File: src/rtl/yv_gather_ctrl.sv
// Y/V gather controller: fetches packed Y column-info words, decodes lanes into
// V-bank reads and serialises bank conflicts over as many issue cycles as needed.
module yv_gather_ctrl #(
  parameter int N_LANES    = 4,
  parameter int N_BANKS    = 4,
  parameter int BANK_PORTS = 2,
  parameter int ADDR_W     = 9,
  parameter int Y_ADDR_W   = 11,
  parameter int Y_FIRST    = 63,
  parameter int Y_LAST     = 2047,
  localparam int BANK_W    = (N_BANKS > 1) ? $clog2(N_BANKS) : 1,
  localparam int N_SLOTS   = N_BANKS * BANK_PORTS,
  localparam int SEL_W     = (N_SLOTS > 1) ? $clog2(N_SLOTS) : 1
) (
  input  logic                        clock,
  input  logic                        reset,
  input  logic                        enable,
  input  logic [16*N_LANES-1:0]       y_col_info,
  input  logic                        out_ready,
  output logic [Y_ADDR_W-1:0]         Y_addressline_1,
  output logic                        y_rd_en,
  output logic [N_SLOTS*ADDR_W-1:0]   v_bank_addr,
  output logic [N_SLOTS-1:0]          v_bank_en,
  output logic [N_LANES*SEL_W-1:0]    lane_sel,
  output logic [N_LANES-1:0]          lane_valid,
  output logic [N_LANES-1:0]          row_mark,
  output logic                        switch_from_fifo1_fifo2,
  output logic                        done
);

  typedef enum logic [2:0] {
    S_IDLE,
    S_FETCH,
    S_WAIT,
    S_ISSUE,
    S_ADVANCE,
    S_DONE
  } state_t;

  state_t state, state_n;

  logic [Y_ADDR_W-1:0] y_ptr, y_ptr_n;
  logic [N_LANES-1:0]  pending;
  logic [N_LANES-1:0]  marks;
  logic                first_q;

  logic [BANK_W-1:0]   bank_in [N_LANES];
  logic [ADDR_W-1:0]   col_in  [N_LANES];
  logic [N_LANES-1:0]  mark_in;

  logic [BANK_W-1:0]   bank_q  [N_LANES];
  logic [ADDR_W-1:0]   col_q   [N_LANES];

  logic [N_LANES-1:0]  grant;
  logic [N_SLOTS-1:0]  en_n;
  logic [ADDR_W-1:0]   addr_n  [N_SLOTS];
  logic [SEL_W-1:0]    sel_n   [N_LANES];
  logic                issue_go;
  logic                leave_issue;

  // Only the bank/col/marker fields of each entry are consumed.
  logic unused_y_bits;
  always_comb unused_y_bits = ^y_col_info;

  always_comb begin
    int unsigned bnum;
    mark_in = '0;
    bnum    = 0;
    for (int unsigned i = 0; i < N_LANES; i++) begin
      bank_in[i] = y_col_info[16*i +: BANK_W];
      col_in[i]  = y_col_info[16*i + BANK_W +: ADDR_W];
      bnum       = 32'(bank_in[i]);
      mark_in[i] = (&y_col_info[16*i + 13 +: 3]) || (bnum >= N_BANKS);
    end
  end

  assign issue_go = (state == S_ISSUE) && out_ready && enable;

  // Lanes claim ports of their bank in ascending lane order, port 0 first.
  always_comb begin
    int unsigned used [N_BANKS];
    int unsigned b;
    int unsigned s;
    grant = '0;
    en_n  = '0;
    b     = 0;
    s     = 0;
    for (int unsigned k = 0; k < N_BANKS; k++) used[k] = 0;
    for (int unsigned k = 0; k < N_SLOTS; k++) addr_n[k] = '0;
    for (int unsigned i = 0; i < N_LANES; i++) sel_n[i] = '0;
    if (issue_go) begin
      for (int unsigned i = 0; i < N_LANES; i++) begin
        if (pending[i]) begin
          b = 32'(bank_q[i]);
          if (used[b] < BANK_PORTS) begin
            s         = b * BANK_PORTS + used[b];
            grant[i]  = 1'b1;
            en_n[s]   = 1'b1;
            addr_n[s] = col_q[i];
            sel_n[i]  = SEL_W'(s);
            used[b]   = used[b] + 1;
          end
        end
      end
    end
  end

  assign leave_issue = issue_go && ((pending & ~grant) == '0);

  always_comb begin
    state_n = state;
    y_ptr_n = y_ptr;
    case (state)
      S_IDLE:    if (enable) state_n = S_FETCH;
      S_FETCH:   state_n = S_WAIT;
      S_WAIT:    state_n = S_ISSUE;
      S_ISSUE:   if (leave_issue) state_n = S_ADVANCE;
      S_ADVANCE: begin
        if (y_ptr == Y_ADDR_W'(Y_LAST)) begin
          state_n = S_DONE;
        end else begin
          y_ptr_n = y_ptr + 1'b1;
          state_n = S_FETCH;
        end
      end
      S_DONE:    state_n = S_DONE;
      default:   state_n = S_IDLE;
    endcase
    if (!enable) begin
      state_n = S_IDLE;
      y_ptr_n = y_ptr;
    end
  end

  always_ff @(posedge clock) begin
    if (!reset) begin
      state                   <= S_IDLE;
      y_ptr                   <= Y_ADDR_W'(Y_FIRST);
      pending                 <= '0;
      marks                   <= '0;
      first_q                 <= 1'b0;
      Y_addressline_1         <= '0;
      y_rd_en                 <= 1'b0;
      v_bank_addr             <= '0;
      v_bank_en               <= '0;
      lane_sel                <= '0;
      lane_valid              <= '0;
      row_mark                <= '0;
      switch_from_fifo1_fifo2 <= 1'b0;
      done                    <= 1'b0;
      for (int unsigned i = 0; i < N_LANES; i++) begin
        bank_q[i] <= '0;
        col_q[i]  <= '0;
      end
    end else begin
      state   <= state_n;
      y_ptr   <= y_ptr_n;
      y_rd_en <= (state_n == S_FETCH);
      done    <= (state_n == S_DONE);

      if (state_n == S_FETCH)     Y_addressline_1 <= y_ptr_n;
      else if (state_n == S_IDLE) Y_addressline_1 <= '0;

      if (state == S_WAIT) begin
        for (int unsigned i = 0; i < N_LANES; i++) begin
          bank_q[i] <= bank_in[i];
          col_q[i]  <= col_in[i];
        end
        pending <= ~mark_in;
        marks   <= mark_in;
        first_q <= 1'b1;
      end else if (state_n == S_IDLE) begin
        pending <= '0;
        first_q <= 1'b0;
      end else if (issue_go) begin
        pending <= pending & ~grant;
        first_q <= 1'b0;
      end

      v_bank_en  <= en_n;
      lane_valid <= grant;
      row_mark   <= (issue_go && first_q) ? marks : '0;

      for (int unsigned s = 0; s < N_SLOTS; s++) begin
        if (state_n == S_IDLE)  v_bank_addr[s*ADDR_W +: ADDR_W] <= '0;
        else if (en_n[s])       v_bank_addr[s*ADDR_W +: ADDR_W] <= addr_n[s];
      end
      for (int unsigned i = 0; i < N_LANES; i++) begin
        if (state_n == S_IDLE)  lane_sel[i*SEL_W +: SEL_W] <= '0;
        else if (grant[i])      lane_sel[i*SEL_W +: SEL_W] <= sel_n[i];
      end

      if (state_n == S_IDLE)       switch_from_fifo1_fifo2 <= 1'b0;
      else if (state == S_ADVANCE) switch_from_fifo1_fifo2 <= ~switch_from_fifo1_fifo2;
    end
  end

endmodule

File: config.mk
export PLATFORM = sky130hd
export DESIGN_NAME = yv_gather_ctrl
export DESIGN_NICKNAME = d
export VERILOG_FILES = /design/src/rtl/yv_gather_ctrl.sv
export SDC_FILE = /design/constraint.sdc
export NUM_CORES = 1
export LEC_CHECK = 0
export ABC_AREA = 1
export BUFFER_PORTS_ARGS = -buffer_cell sky130_fd_sc_hd__clkbuf_2
export CORE_MARGIN = 1.5
export CORE_UTILIZATION = 45
export CTS_BUF_LIST = sky130_fd_sc_hd__clkbuf_8
export DETAILED_ROUTE_END_ITERATION = 16
export PLACE_DENSITY_LB_ADDON = 0.1
export SLEW_MARGIN = 10
export SYNTH_ARGS = -nofsm -noshare
export SYNTH_HDL_FRONTEND = slang
export SYNTH_SLANG_ARGS = --single-unit
File: constraint.sdc
create_clock -name clock -period 9.8 [get_ports clock]
set_input_delay 2.45 -clock clock [delete_from_list [all_inputs] [get_ports clock]]
set_output_delay 2.45 -clock clock [all_outputs]
set_load 0.02 [all_outputs]
==> results of run 1 <==
[routing by layer]
| layer | wire length (um) | vias to the layer above | GRT usage [%] |
|---|---|---|---|
| met2 | 13500 | 398 | 41.6 |
| met3 | 2010 | 42 | 3.52 |
| met4 | 533 | 0 | 8.17 |
| li1 | - | 5153 | - |
| met5 | 0 | - | 0 |
| met1 | 14200 | 4597 | 36.6 |
[registers in the layout, summed over array words and instances (netlist names), 4 cells and up]
name / cells
v_bank_en: 8
y_ptr: 11
pending: 4
lane_valid: 4
col_q: 36
v_bank_addr: 72
lane_sel: 11
bank_q: 8
Y_addressline_1: 11
marks: 4
row_mark: 4
[worst max path at each step]
stage | slack [ps] | depth (start not counted) | to | startpoint
floorplan | 5690 | 2 | bank_q[0][0]$_SDFFCE_PN0P_ | reset
global placement | 4940 | 11 | Y_addressline_1[1]$_SDFFE_PN0P_ | enable
detailed placement | 4910 | 11 | Y_addressline_1[0]$_SDFFE_PN0P_ | enable
CTS | 4950 | 26 | v_bank_addr[11]$_SDFFE_PP0P_ | bank_q[0][1]$_SDFFCE_PN0P_
global route | 4340 | 25 | v_bank_addr[15]$_SDFFE_PP0P_ | pending[0]$_SDFFE_PN0P_
finish | 4940 | 25 | v_bank_addr[11]$_SDFFE_PP0P_ | pending[0]$_SDFFE_PN0P_
[report_power, final]
part	internal (mW)	switching, mW	total [mW]	leakage, nW
clock network	0.290	0.314	0.604	0.233
registers	0.773	0.0243	0.797	1.55
logic	0.0312	0.0872	0.118	4.05
total	1.09	0.425	1.52	5.84
[cell type report]
type / count / area (um2)
timing repair buffer: 182 / 936
clock inverter: 15 / 238
multi-input combinational: 1061 / 4950
tap: 280 / 350
inverter: 201 / 754
fill: 2298 / 10500
clock buffer: 17 / 234
sequential: 180 / 4040
[synth_stat cells, types with 7 or more instances]
| cell | count | area share [%] |
|---|---|---|
| buf_6 | 7 | 0.78 |
| inv_1 | 199 | 7.3 |
| buf_4 | 14 | 1.0 |
| nand4_1 | 83 | 5.1 |
| nand2_1 | 485 | 18 |
| o21ai_0 | 168 | 8.3 |
| nand3_2 | 10 | 0.98 |
| nand3_1 | 45 | 2.2 |
| clkbuf_1 | 45 | 1.7 |
| clkbuf_2 | 11 | 0.54 |
| dfxtp_1 | 136 | 27 |
| a21oi_1 | 90 | 4.4 |
| nor2_1 | 108 | 4.0 |
| nor3_1 | 10 | 0.49 |
| nand2_2 | 7 | 0.43 |
| edfxtp_1 | 44 | 13 |
[worst max-delay path, stage by stage, from the launching register on]
cell     delay (ps)
dfxtp_1         580
nand3_1         410
nand2_1         150
nand2_1          60
nand2_1          50
nand2_1          80
nand2_1          70
nand2_2          80
nor2_4          210
ha_1            310
inv_1            80
nand4_1          90
nand2_1         100
nand3_2          90
nand2_2         130
ha_1            160
inv_1            40
fa_1            550
inv_1           100
nor3_2          100
buf_4           260
nand3_1         360
nand2_1         170
nand2_1         230
nand2_1         150
a21oi_1          70
[cells by family (layout without fill, tap and decap cells)]
group	after synthesis	count (layout)	share of synthesized area (%)
AOI/OAI and AO/OA	281	281	14.4
xor gates and xnor gates	6	6	0.517
adders and majority gates	6	6	0.812
buffers and inverters	286	415	11.8
DFF	180	180	39.8
other	2	2	0.0739
and+or+nand+nor	766	766	32.7
[stage by stage]
stage                     std cells  hold slack, ps  util, %  instance area, um2
after floorplan                1527             416        -               10200
after global placement         1904             428     50.1               11000
after detailed placement       1904             427     50.1               11000
after CTS                      1936             453     52.2               11500
after global routing           1936             468     52.2               11500
final                          1936             455     52.2               11500
==> results.json, run 1 <==
{
  "synth_area_um2": 10200,
  "drv_cap": 0,
  "wirelength_um": 30200,
  "initial_core_util_pct": 46.2,
  "hold_start": "marks[0]$_SDFFE_PN0P_",
  "port_buffers": 172,
  "drtIter0Drc": 899,
  "max_clock_freq_mhz": 206,
  "track_usage_pct": 26.1,
  "clk_latency_ps": 480,
  "ys_warn_count": 0,
  "cts_buffer_depth": 2,
  "final_common_cell": "nand2_1",
  "cts_tree": "done",
  "cts_root_buf": "clkbuf_8",
  "fin_crit_sh_pct": 49.6,
  "grt_setup_unrepaired": "false",
  "slew_headroom_pct": 39.6,
  "hold_class": "flip-flop to flip-flop",
  "synth_cells": 1527,
  "wire_per_inst_um": 15.6,
  "cp-start-kind": "flip-flop",
  "core_region_area_um2": 22000,
  "r2r_cells": 25,
  "h-tree-depth": 4,
  "vdd_drop_max_v": 0.0000707,
  "diodes": 0,
  "ys_ff_latch": 180,
  "rrSetupSlack_ps": 4940,
  "slew_violations": 0,
  "post-route-min-period_ps": 4860,
  "pin_count": 182,
  "die_area_um2": 23500,
  "syn_nets": 1601,
  "setup_tns_ps": 0,
  "antenna_left": 0,
  "via_count": 10200,
  "postCtsSetupRepairBufs": 0,
  "overflow": 0,
  "fp.dieH_um": 153,
  "first_global_vias": 9217,
  "cts_made_buffers": 17,
  "clock_sinks": 180,
  "power_leakage_nw": 5.84,
  "ys_seq_area_share_pct": 39.8,
  "ys.flop_type": "dfxtp_1",
  "whs_endpoint": "row_mark[0]$_SDFF_PN0_",
  "synth_edf_count": 44,
  "finClkSkew_ps": 15.1,
  "crit_fanout": 20,
  "layout_common_cells": "nand2_1, inv_1, clkbuf_2, o21ai_0, dfxtp_1",
  "dp_slack_ps": 4910,
  "tightest_slew_ps": 906,
  "arrival_ps": 5180,
  "ys_types": 45,
  "setup_ws_ps": 4940,
  "synthArstFlopShare_pct": 0,
  "vias_per_cell": 5.26,
  "crit_required_ps": 10130,
  "setup_viol": 0,
  "p_total_mw": 1.52,
  "num_rows": 54,
  "grt_max_degree": 85,
  "cts_hold_buf": 0,
  "cts_resized": 0,
  "clkTransAtPathRegs_ps": 110,
  "antenna_found_initial": 0,
  "hold_viol": 0,
  "final_nets": 1717,
  "drive_above_1_share_pct": 15.3,
  "dr.pass1.iters": 7,
  "dp_hpwl_um": 21500,
  "place_congestion": 0.924,
  "powerDensity_nw_per_um2": 132,
  "status": "complete, no violations",
  "die_w_um": 153,
  "r2r_start": "pending[0]$_SDFFE_PN0P_",
  "grt_pass1_wl_um": 48700,
  "hold_depth": 2,
  "synth.avg_cell_area_um2": 6.66,
  "r2r-end": "v_bank_addr[11]$_SDFFE_PP0P_",
  "area_growth_pct": 13.1,
  "critPathKind": "flip-flop to flip-flop",
  "drc_errors": 0,
  "cp-end-kind": "flip-flop"
}
Power figures use the tool's default switching activity.
==> run 2: changes to the inputs <==
clock period = 4.25 ns   (was 9.8 ns; I/O delays follow)
==> results.json, run 2 (same netlist as run 1, synthesis figures left out) <==
{
  "cts_tree": "done",
  "overflow": 0,
  "final_nets": 1758,
  "post-route-min-period_ps": 3940,
  "cts_root_buf": "clkbuf_8",
  "dp_slack_ps": 189,
  "cp-end-kind": "flip-flop",
  "powerDensity_nw_per_um2": 282,
  "drv_cap": 0,
  "crit_buf_inv": 6,
  "top_regs": "v_bank_addr (72), col_q (36)",
  "met3_length_um": 2080,
  "tightest_slew_ps": 898,
  "regMostFlops": "v_bank_addr",
  "clkPwrFrac_pct": 35.9,
  "wirelength_um": 30400,
  "fin_crit_sh_pct": 92.7,
  "hold_class": "flip-flop to flip-flop",
  "initial_core_util_pct": 46.2,
  "num_rows": 54,
  "intPower_mw": 2.37,
  "wire_per_inst_um": 15.4,
  "via_count": 10200,
  "hold_viol": 0,
  "grt_pass1_wl_um": 48600,
  "stdcell_area_um2": 11800,
  "drc_errors": 0,
  "crit_family": "simple AND/OR/NAND/NOR gates",
  "grt_setup_unrepaired": "true",
  "cts_hold_buf": 0,
  "crit_required_ps": 4570,
  "wirelength_met1_um": 14200,
  "core_region_area_um2": 22000,
  "first_global_vias": 9394,
  "layout_common_cells": "nand2_1, inv_1, clkbuf_2, o21ai_0, dfxtp_1",
  "clk_latency_ps": 480,
  "place_congestion": 0.928,
  "status": "complete, no violations",
  "port_buffers": 172,
  "cpPeakStageDelay_ps": 580,
  "antenna_found_initial": 0,
  "crit_top_cell": "nand2_1",
  "clkTransAtPathRegs_ps": 100,
  "grt_max_degree": 85,
  "arrival_ps": 4260,
  "seqPwrFrac_pct": 55.1,
  "drive_above_1_share_pct": 18.2,
  "largest_register_ffs": 72,
  "die_w_um": 153,
  "placed_area_um2": 11300,
  "switching_share_pct": 28.9,
  "dp.cells": 1938,
  "max_clock_freq_mhz": 254,
  "setup_ws_ps": 311,
  "dp_hpwl_um": 22200,
  "slew_violations": 0,
  "power_leakage_nw": 6.03,
  "die_area_um2": 23500,
  "track_usage_pct": 26.1,
  "antenna_left": 0,
  "vias_per_cell": 5.17,
  "cts_buffer_depth": 2,
  "setup_viol": 0,
  "pin_count": 182,
  "cts_made_buffers": 17,
  "critPathKind": "flip-flop to flip-flop",
  "fin_util_pct": 53.7,
  "p_sw_mw": 0.963,
  "vdd_drop_max_v": 0.000173,
  "stdcell_count": 1977,
  "crit_fanout": 11,
  "cp_slowest_cell": "dfxtp_1",
  "area_growth_pct": 16.4,
  "maxUsedRoutingLayer": "met4",
  "h-tree-depth": 4,
  "finClkSkew_ps": 18.7,
  "diodes": 0,
  "drtIter0Drc": 978,
  "pwr-share-comb_pct": 9.0,
  "dr.pass1.iters": 6,
  "slew_headroom_pct": 40.1,
  "clock_sinks": 180,
  "final_common_cell": "nand2_1",
  "fp.dieH_um": 153,
  "cp-start-kind": "flip-flop",
  "route.met2.wl_um": 13500
}
## run 2: worst reg2reg max path, delay by kind of cell, from the launching register on
kind            cells  cell delay [ps]
compound gates      1               60
fa+ha+maj           3              930
buf+inv             6              730
flops               1              580
simple gates       15             1510
## run 2: what timing repair did
action,in CTS,in global routing
endpoints found under the setup margin,0,76
gates resized for setup,0,26
buffers inserted,0,6
## run 2: layer usage
metal | vias to the layer above | global-route usage, %
li1 | 5235 | -
met1 | 4561 | 35.3
met2 | 370 | 41.9
met3 | 53 | 4.14
met4 | 0 | 9.76
met5 | - | 0
## run 2: metrics by stage
stage | total power [mW] | TNS (ps) | hold slack (ps)
5_1_grt | 3.46 | -80.5 | 468
6_report | 3.33 | 0 | 443
4_1_cts | 3.35 | 0 | 448
2_1_floorplan | 2.05 | 0 | 416
3_5_place_dp | 2.16 | 0 | 430
3_3_place_gp | 2.16 | 0 | 430
## run 2: cell type report
class / count / area [um2]
inverter: 201 / 754
clock buffer: 18 / 248
multi-input combinational: 1061 / 5020
timing repair buffer: 223 / 1280
tap: 280 / 350
sequential: 180 / 4040
fill: 2292 / 10200
clock inverter: 14 / 138
## run 2: path summary, 6_finish.rpt
path | cells past startpoint | from | end | slack [ps]
worst max-delay path | 25 | pending[0]$_SDFFE_PN0P_ | v_bank_addr[24]$_SDFFE_PP0P_ | 310
worst min-delay path | 2 | marks[2]$_SDFFE_PN0P_ | row_mark[2]$_SDFF_PN0_ | 440
worst max register to register | 25 | pending[0]$_SDFFE_PN0P_ | v_bank_addr[24]$_SDFFE_PP0P_ | 310
worst min register to register | 2 | marks[2]$_SDFFE_PN0P_ | row_mark[2]$_SDFF_PN0_ | 440
## run 2: power groups by stage
stage	Clock, mW	Sequential, mW	Combinational, mW
finish	1.20	1.84	0.301
global route	1.28	1.84	0.335
CTS	1.22	1.83	0.287
detailed placement	0	1.87	0.286
global placement	0	1.87	0.284
floorplan	0	1.85	0.208
